`config.mk`:
```
export PLATFORM = sky130hd
export DESIGN_NAME = seq_mult_flat
export DESIGN_NICKNAME = d
export VERILOG_FILES = /design/src/rtl/seq_mult_if.sv /design/src/rtl/seq_mult.sv /design/src/flat_wrapper.sv
export SDC_FILE = /design/constraint.sdc
export NUM_CORES = 1
export LEC_CHECK = 0
export CORE_UTILIZATION = 50
export DETAILED_ROUTE_END_ITERATION = 16
export MAX_ROUTING_LAYER = met4
export PLACE_DENSITY = 0.72
export REMOVE_ABC_BUFFERS = 1
export SLEW_MARGIN = 10
export SYNTH_ARGS = -nofsm -noshare
export SYNTH_HDL_FRONTEND = slang
export SYNTH_SLANG_ARGS = --single-unit
```
`constraint.sdc`:
```
create_clock -name clk -period 4.63 [get_ports clk]
set_input_delay 1.389 -clock clk [delete_from_list [all_inputs] [get_ports clk]]
set_output_delay 1.389 -clock clk [all_outputs]
set_load 0.05 [all_outputs]
```
`src/rtl/seq_mult_if.sv`:
```
`default_nettype none
// ============================================================================
// Module   : seq_mult_if
// Purpose  : Start/result handshake bundle between a requester and seq_mult.
// Revision : 1.0
// ============================================================================
interface seq_mult_if #(
    parameter int W = 8
);
    logic           ld;
    logic [W-1:0]   mult1;
    logic [W-1:0]   mult2;
    logic [2*W-1:0] mult_res;
    logic           mult_ok;
    logic           busy;

    modport master (
        output ld,
        output mult1,
        output mult2,
        input  mult_res,
        input  mult_ok,
        input  busy
    );

    modport slave (
        input  ld,
        input  mult1,
        input  mult2,
        output mult_res,
        output mult_ok,
        output busy
    );
endinterface : seq_mult_if
`default_nettype wire

```
`src/rtl/seq_mult.sv`:
```
`default_nettype none
// ============================================================================
// Module   : seq_mult
// Purpose  : Unsigned shift-and-add multiplier, one partial product per cycle,
//            with a one-cycle done strobe and a rearm state for level requests.
// Revision : 1.0
// ============================================================================
module seq_mult #(
    parameter int W = 8
) (
    input  wire logic clk,
    input  wire logic reset,
    seq_mult_if.slave bus
);

    localparam int CW = $clog2(W + 1);
    localparam logic [CW-1:0] c_last_step = CW'(W - 1);

    typedef enum logic [1:0] {
        IDLE  = 2'd0,
        RUN   = 2'd1,
        DONE  = 2'd2,
        REARM = 2'd3
    } state_t;

    state_t         r_state;
    logic [2*W-1:0] r_mcand;
    logic [W-1:0]   r_mplier;
    logic [2*W-1:0] r_acc;
    logic [CW-1:0]  r_cnt;
    logic [2*W-1:0] r_res;
    logic           r_ok;
    logic           r_busy;

    logic [2*W-1:0] w_acc_next;

    // The accumulator can never overflow: the sum of all partial products is
    // bounded by (2^W-1)^2 < 2^(2W).
    assign w_acc_next = r_mplier[0] ? (r_acc + r_mcand) : r_acc;

    always_ff @(posedge clk) begin
        if (reset) begin
            r_state  <= IDLE;
            r_mcand  <= '0;
            r_mplier <= '0;
            r_acc    <= '0;
            r_cnt    <= '0;
            r_res    <= '0;
            r_ok     <= 1'b0;
            r_busy   <= 1'b0;
        end else begin
            case (r_state)
                IDLE: begin
                    if (bus.ld) begin
                        r_mcand  <= {{W{1'b0}}, bus.mult1};
                        r_mplier <= bus.mult2;
                        r_acc    <= '0;
                        r_cnt    <= '0;
                        r_busy   <= 1'b1;
                        r_state  <= RUN;
                    end
                end
                RUN: begin
                    r_acc    <= w_acc_next;
                    r_mcand  <= r_mcand << 1;
                    r_mplier <= r_mplier >> 1;
                    r_cnt    <= r_cnt + CW'(1);
                    if (r_cnt == c_last_step) begin
                        r_res   <= w_acc_next;
                        r_ok    <= 1'b1;
                        r_state <= DONE;
                    end
                end
                DONE: begin
                    r_ok    <= 1'b0;
                    r_state <= REARM;
                end
                REARM: begin
                    // A held request must be released before another capture.
                    if (!bus.ld) begin
                        r_busy  <= 1'b0;
                        r_state <= IDLE;
                    end
                end
                default: begin
                    r_ok    <= 1'b0;
                    r_busy  <= 1'b0;
                    r_state <= IDLE;
                end
            endcase
        end
    end

    assign bus.mult_res = r_res;
    assign bus.mult_ok  = r_ok;
    assign bus.busy     = r_busy;

endmodule : seq_mult
`default_nettype wire

```
`src/flat_wrapper.sv`:
```
// flat-port wrapper written by rule: the top's interface ports become plain ports
module seq_mult_flat 
#(
    parameter int W = 8
)
  (clk, reset, bus_ld, bus_mult1, bus_mult2, bus_mult_res, bus_mult_ok, bus_busy);
  seq_mult_if #(.W(W)) bus_i ();
  input  wire logic clk;
  input  wire logic reset;
  input wire logic [$bits(bus_i.ld)-1:0] bus_ld;
  input wire logic [$bits(bus_i.mult1)-1:0] bus_mult1;
  input wire logic [$bits(bus_i.mult2)-1:0] bus_mult2;
  output wire logic [$bits(bus_i.mult_res)-1:0] bus_mult_res;
  output wire logic [$bits(bus_i.mult_ok)-1:0] bus_mult_ok;
  output wire logic [$bits(bus_i.busy)-1:0] bus_busy;
  assign bus_i.ld = bus_ld;
  assign bus_i.mult1 = bus_mult1;
  assign bus_i.mult2 = bus_mult2;
  assign bus_mult_res = bus_i.mult_res;
  assign bus_mult_ok = bus_i.mult_ok;
  assign bus_busy = bus_i.busy;
  seq_mult #(.W(W)) u_core (.clk(clk), .reset(reset), .bus(bus_i));
endmodule
```
== After elaboration in Yosys (flattened, before gate mapping) ==
Index checks and enable logic that the tools add are counted.

* Bits in read-only memories: 0
* Output and inout bits: 18
* Word-level logic and storage cells: 44
* Bits in writable memories: 0
* Register bits after elaboration: 64
* Bits in latches: 0
* Memories: 0
* Input bits: 19

* Muxes and demuxes: 18
* Multiply operators: 0
* Equality and inequality tests: 7
* Add/subtract/negate cells: 2
* Reductions and logical operators: 9
* Shift-type cells: 0
* $lt $le $gt $ge: 0
* Bitwise logic cells: 0
* Div/mod/pow operators: 0

{| class="wikitable"
|+ Operator list
! kind !! number
|-
| $pmux 16 s2 || 2
|-
| $mux 16 || 3
|-
| $add 16x16->16 || 1
|-
| $pmux 8 s2 || 1
|-
| $mux 8 || 1
|-
| $pmux 2 s4 || 1
|-
| $pmux 4 s2 || 1
|-
| $mux 2 || 3
|-
| $reduce_and 2->1 || 3
|-
| $reduce_and 3->1 || 2
|-
| $reduce_bool 2->1 || 3
|-
| $add 4x1->4 const B || 1
|-
| $eq 2x2->1 const B || 2
|-
| $eq 4x3->1 const B || 1
|-
| $mux 4 || 1
|-
| $ne 2x2->1 const B || 2
|-
| $pmux 1 s2 || 2
|-
| $mux 1 || 3
|-
| $eq 2x1->1 const B || 1
|-
| $logic_not 2->1 || 1
|-
| $ne 2x1->1 const B || 1
|}

== Logic depth before layout (Yosys ltp) ==
* Word-level depth: 3
* Gate-level depth with buffers: 9

== Least setup slack after synthesis ==
No wires, ideal clock.

* Path type: input -> register
* From: input bus_ld
* To: register u_core.r_acc[9]
* Arrival time: 2,520 ps
* Stages: 7
* Library setup time: 128 ps
* Setup slack: 1,983 ps
* Cells stage by stage: nand2b_1 clkbuf_1 o21a_1 clkbuf_1 o21ai_1 a32oi_1 nor2_1

* Word-level cells in the longest chain between the ends: 2

{| class="wikitable"
|+ RTL lines
! item !! line !! RTL
|-
| start: declaration || flat_wrapper.sv:10 || <nowiki>input wire logic [$bits(bus_i.ld)-1:0] bus_ld;</nowiki>
|-
| $ne 2x2->1 (no line) || -- ||
|-
| $reduce_and 2->1 (no line) || -- ||
|-
| end signal: assignment || seq_mult.sv:64 || <nowiki>r_acc <= w_acc_next;</nowiki>
|-
| end: declaration || seq_mult.sv:29 || <nowiki>logic [2*W-1:0] r_acc;</nowiki>
|}

Every way passes these cells.
A chain may end at the register's enable or synchronous reset.

== Final worst setup path ==
* From: input bus_ld
* To: register u_core.r_acc[14]

The elaborated chain is that of the path after synthesis.

==> results.sh <==
export IMPL_yosysSeqAreaShare=0.386
export IMPL_synthFlopType="dfxtp_1"
export IMPL_yosysTopAreaCellShare=0.386
export IMPL_pwr_share_clk=0.249
export IMPL_seq_power_share=0.375
export IMPL_die_y_um=83.5
export IMPL_path_clk_slew_ns=0.07
export IMPL_total_power_w=0.00188
export IMPL_path_delay_family="buffers and inverters"
export IMPL_hpwl_um=5170
export IMPL_ys_seq_elements=64
export IMPL_vias=2959
export IMPL_avgViaCountPerCell=5.93
export IMPL_cts_root_buffer="clkbuf_8"
export IMPL_slowest_stage="clkdlybuf4s50_1"
export IMPL_synth_common_cells="dfxtp_1, nor2_1, o21ai_0, clkbuf_1"
export IMPL_power_leakage_nw=1.53
export IMPL_numCtsBuffers=9
export IMPL_instances_no_fill=499
export IMPL_synth_edff_count=0
export IMPL_dpl_worst_slack_ns=1.29
export IMPL_grt_pass1_vias=2793
export IMPL_syn_to_final_growth_pct=17.5
export IMPL_dr_pass1_iters=4
export IMPL_switchingPower_w=0.000718
export IMPL_powerDensity_mw_per_mm2=482
export IMPL_path_cells="clkdlybuf4s50_1 -> nand2b_1 -> nand2_1 -> buf_4 -> o21ai_1 -> nand3_1 -> o21ai_0"
export IMPL_track_usage=0.240
export IMPL_placed_area_mm2=0.00371
export IMPL_synthesis_instances=392
export IMPL_drv_slew=0
export IMPL_critical_path_required_ns=4.90
export IMPL_antenna_cells=0
export IMPL_gp_congestion=0.819
export IMPL_status="finished clean"
export IMPL_final_area_mm2=0.00390
export IMPL_worst_ep_arrival_time_ns=3.25
export IMPL_post_synth_top_count_cell="dfxtp_1"
export IMPL_setup_viol=0
export IMPL_fin_crit_ns=2.99
export IMPL_cap_violations=0
export IMPL_setup_tns_ns=0
export IMPL_antenna_found_initial=0
export IMPL_yosys_area_top_type="dfxtp_1"
export IMPL_io_pins=37
export IMPL_clockBufferDepth=2
export IMPL_crit_fanout=18
export IMPL_hold_viol=0
export IMPL_yosys_warnings=0
export IMPL_grt_overflow=0
export IMPL_wire_per_inst_um=15.2
export IMPL_rows=29
export IMPL_drive_gt1_frac=0.0616
export IMPL_grt_max_degree=56
export IMPL_core_area_mm2=0.00639
export IMPL_slew_limit_headroom=0.353
export IMPL_initial_core_util=0.519
export IMPL_fin_worst_skew_ns=0.00776
export IMPL_criticalPathCategory="input pin to flip-flop"
export IMPL_cp_start_kind="input pin"
export IMPL_async_reset_ff_frac=0
export IMPL_crit_path_max_incr_delay_ns=0.52
export IMPL_dieWidth_um=83.5
export IMPL_drc=0
export IMPL_clock_fmax_mhz=335
export IMPL_grt_pass1_wl_um=13000
export IMPL_finalWorstSetupSlack_ns=1.64
export IMPL_synthesis_area_mm2=0.00332
export IMPL_fin_nets=458
export IMPL_wl_um=7600
export IMPL_cts_max_level=3
export IMPL_syn_avg_cell_area_um2=8.46
export IMPL_die_area_mm2=0.00696
export IMPL_peakVddDrop_mv=0.397
export IMPL_post_cts_setup_buffers=0
export IMPL_numPortBuffers=36
export IMPL_netlist_top_cells_area="dfxtp_1, ha_1, nor2_1"
export IMPL_clkLatencyLatePin_ns=0.35
export IMPL_p_comb_frac=0.375
export IMPL_tightestPinTransition_ns=0.970
export IMPL_min_path_type="flip-flop to flip-flop"
export IMPL_ctsHoldBuffers=0
export IMPL_postRouteAntennaNets=0
export IMPL_end_kind="flip-flop"
export IMPL_yosysUniqueCellTypes=49
export IMPL_grt_setup_unrepaired="no"
export IMPL_intPower_w=0.00116
export IMPL_cts_sinks=64
export IMPL_dp_cells=484
export IMPL_p_sw_frac=0.382
export IMPL_fin_crit_sh=0.645
export IMPL_crit_buf_inv=2
export IMPL_drtIter0Drc=139
export IMPL_cts_resized=0
export IMPL_nFillCells=589
export IMPL_cts_tree="built"
[per-layer routing]
metal  track usage  up-vias  share of wire
met5             -        -              0
met2         0.383       64           0.47
met3        0.0445       13          0.048
met4        0.0940        0          0.016
met1         0.303     1385           0.46
li1              -     1497              -
[worst min-delay path, cell delays in order (launching register included)]
cell,delay [ns]
dfxtp_1,0.31
nand2_1,0.05
a21oi_1,0.05
[logic make-up (layout without fill, tap and decap cells)]
logic type | count (synthesis) | count (layout) | synth area share
muxes | 12 | 12 | 0.0362
DFF | 64 | 64 | 0.386
adders and majority gates | 21 | 21 | 0.0815
xor gates and xnor gates | 9 | 9 | 0.0238
buffers and inverters | 33 | 63 | 0.0396
AOI/OAI and AO/OA | 125 | 125 | 0.252
and+or+nand+nor | 128 | 128 | 0.180
[final cells by class]
cell class                 count  area [um2]  share of cell area
timing repair buffer          41         393               0.101
clock inverter                 4        45.0              0.0116
tap                           77        96.3              0.0247
sequential                    64        1280               0.329
multi-input combinational    295        1910               0.491
clock buffer                  11         141              0.0363
inverter                       7        26.3             0.00674
[registers in the layout, indices dropped and copies added, names as in the netlist]
register,flops
u_core.r_mplier,8
u_core.r_mcand,16
u_core.bus.mult_res,16
u_core.bus.mult_ok,1
u_core.r_state,2
u_core.r_acc,16
u_core.r_cnt,4
u_core.bus.busy,1
[metrics by stage]
step           utilization  hold slack, ns
6_report             0.610           0.452
5_1_grt              0.610           0.496
3_5_place_dp         0.581           0.447
3_3_place_gp         0.581           0.444
4_1_cts              0.610           0.457
2_1_floorplan            -           0.464
[worst paths after layout]
path / start / endpoint / slack, ns / cells past startpoint
max: bus_ld / u_core.r_acc[14] / 1.64 / 7
min: u_core.bus.mult_res[2] / u_core.bus.mult_res[2] / 0.45 / 2
max reg2reg: u_core.r_acc[0] / u_core.bus.mult_res[12] / 1.86 / 8
min reg2reg: u_core.bus.mult_res[2] / u_core.bus.mult_res[2] / 0.45 / 2
[power groups by stage]
stage	combinational (W)	clock (W)	sequential [W]
2_1_floorplan	0.000476	0	0.000736
3_3_place_gp	0.000691	0	0.000713
3_5_place_dp	0.000707	0	0.000715
4_1_cts	0.000709	0.000480	0.000704
5_1_grt	0.000786	0.000505	0.000718
6_report	0.000705	0.000469	0.000705
[layout by cell type (no fill, tap or decap), drive strengths merged, types with 4 or more instances in the layout]
cell / Yosys / layout
dfxtp: 64 / 64
nor2: 56 / 56
clkdlybuf4s50: 0 / 35
o21ai: 24 / 24
nand2: 20 / 20
ha: 20 / 20
a21oi: 19 / 19
a22oi: 16 / 16
a211oi: 14 / 14
o22ai: 13 / 13
nor3: 13 / 13
mux2i: 12 / 12
clkbuf: 22 / 11
nand3: 10 / 10
a31oi: 8 / 8
inv: 7 / 7
and3: 7 / 7
a21o: 6 / 6
xnor2: 6 / 6
a2bb2oi: 6 / 6
buf: 4 / 6
nor2b: 4 / 4
or3: 4 / 4
No activity file was read; power rests on OpenSTA's default activity.
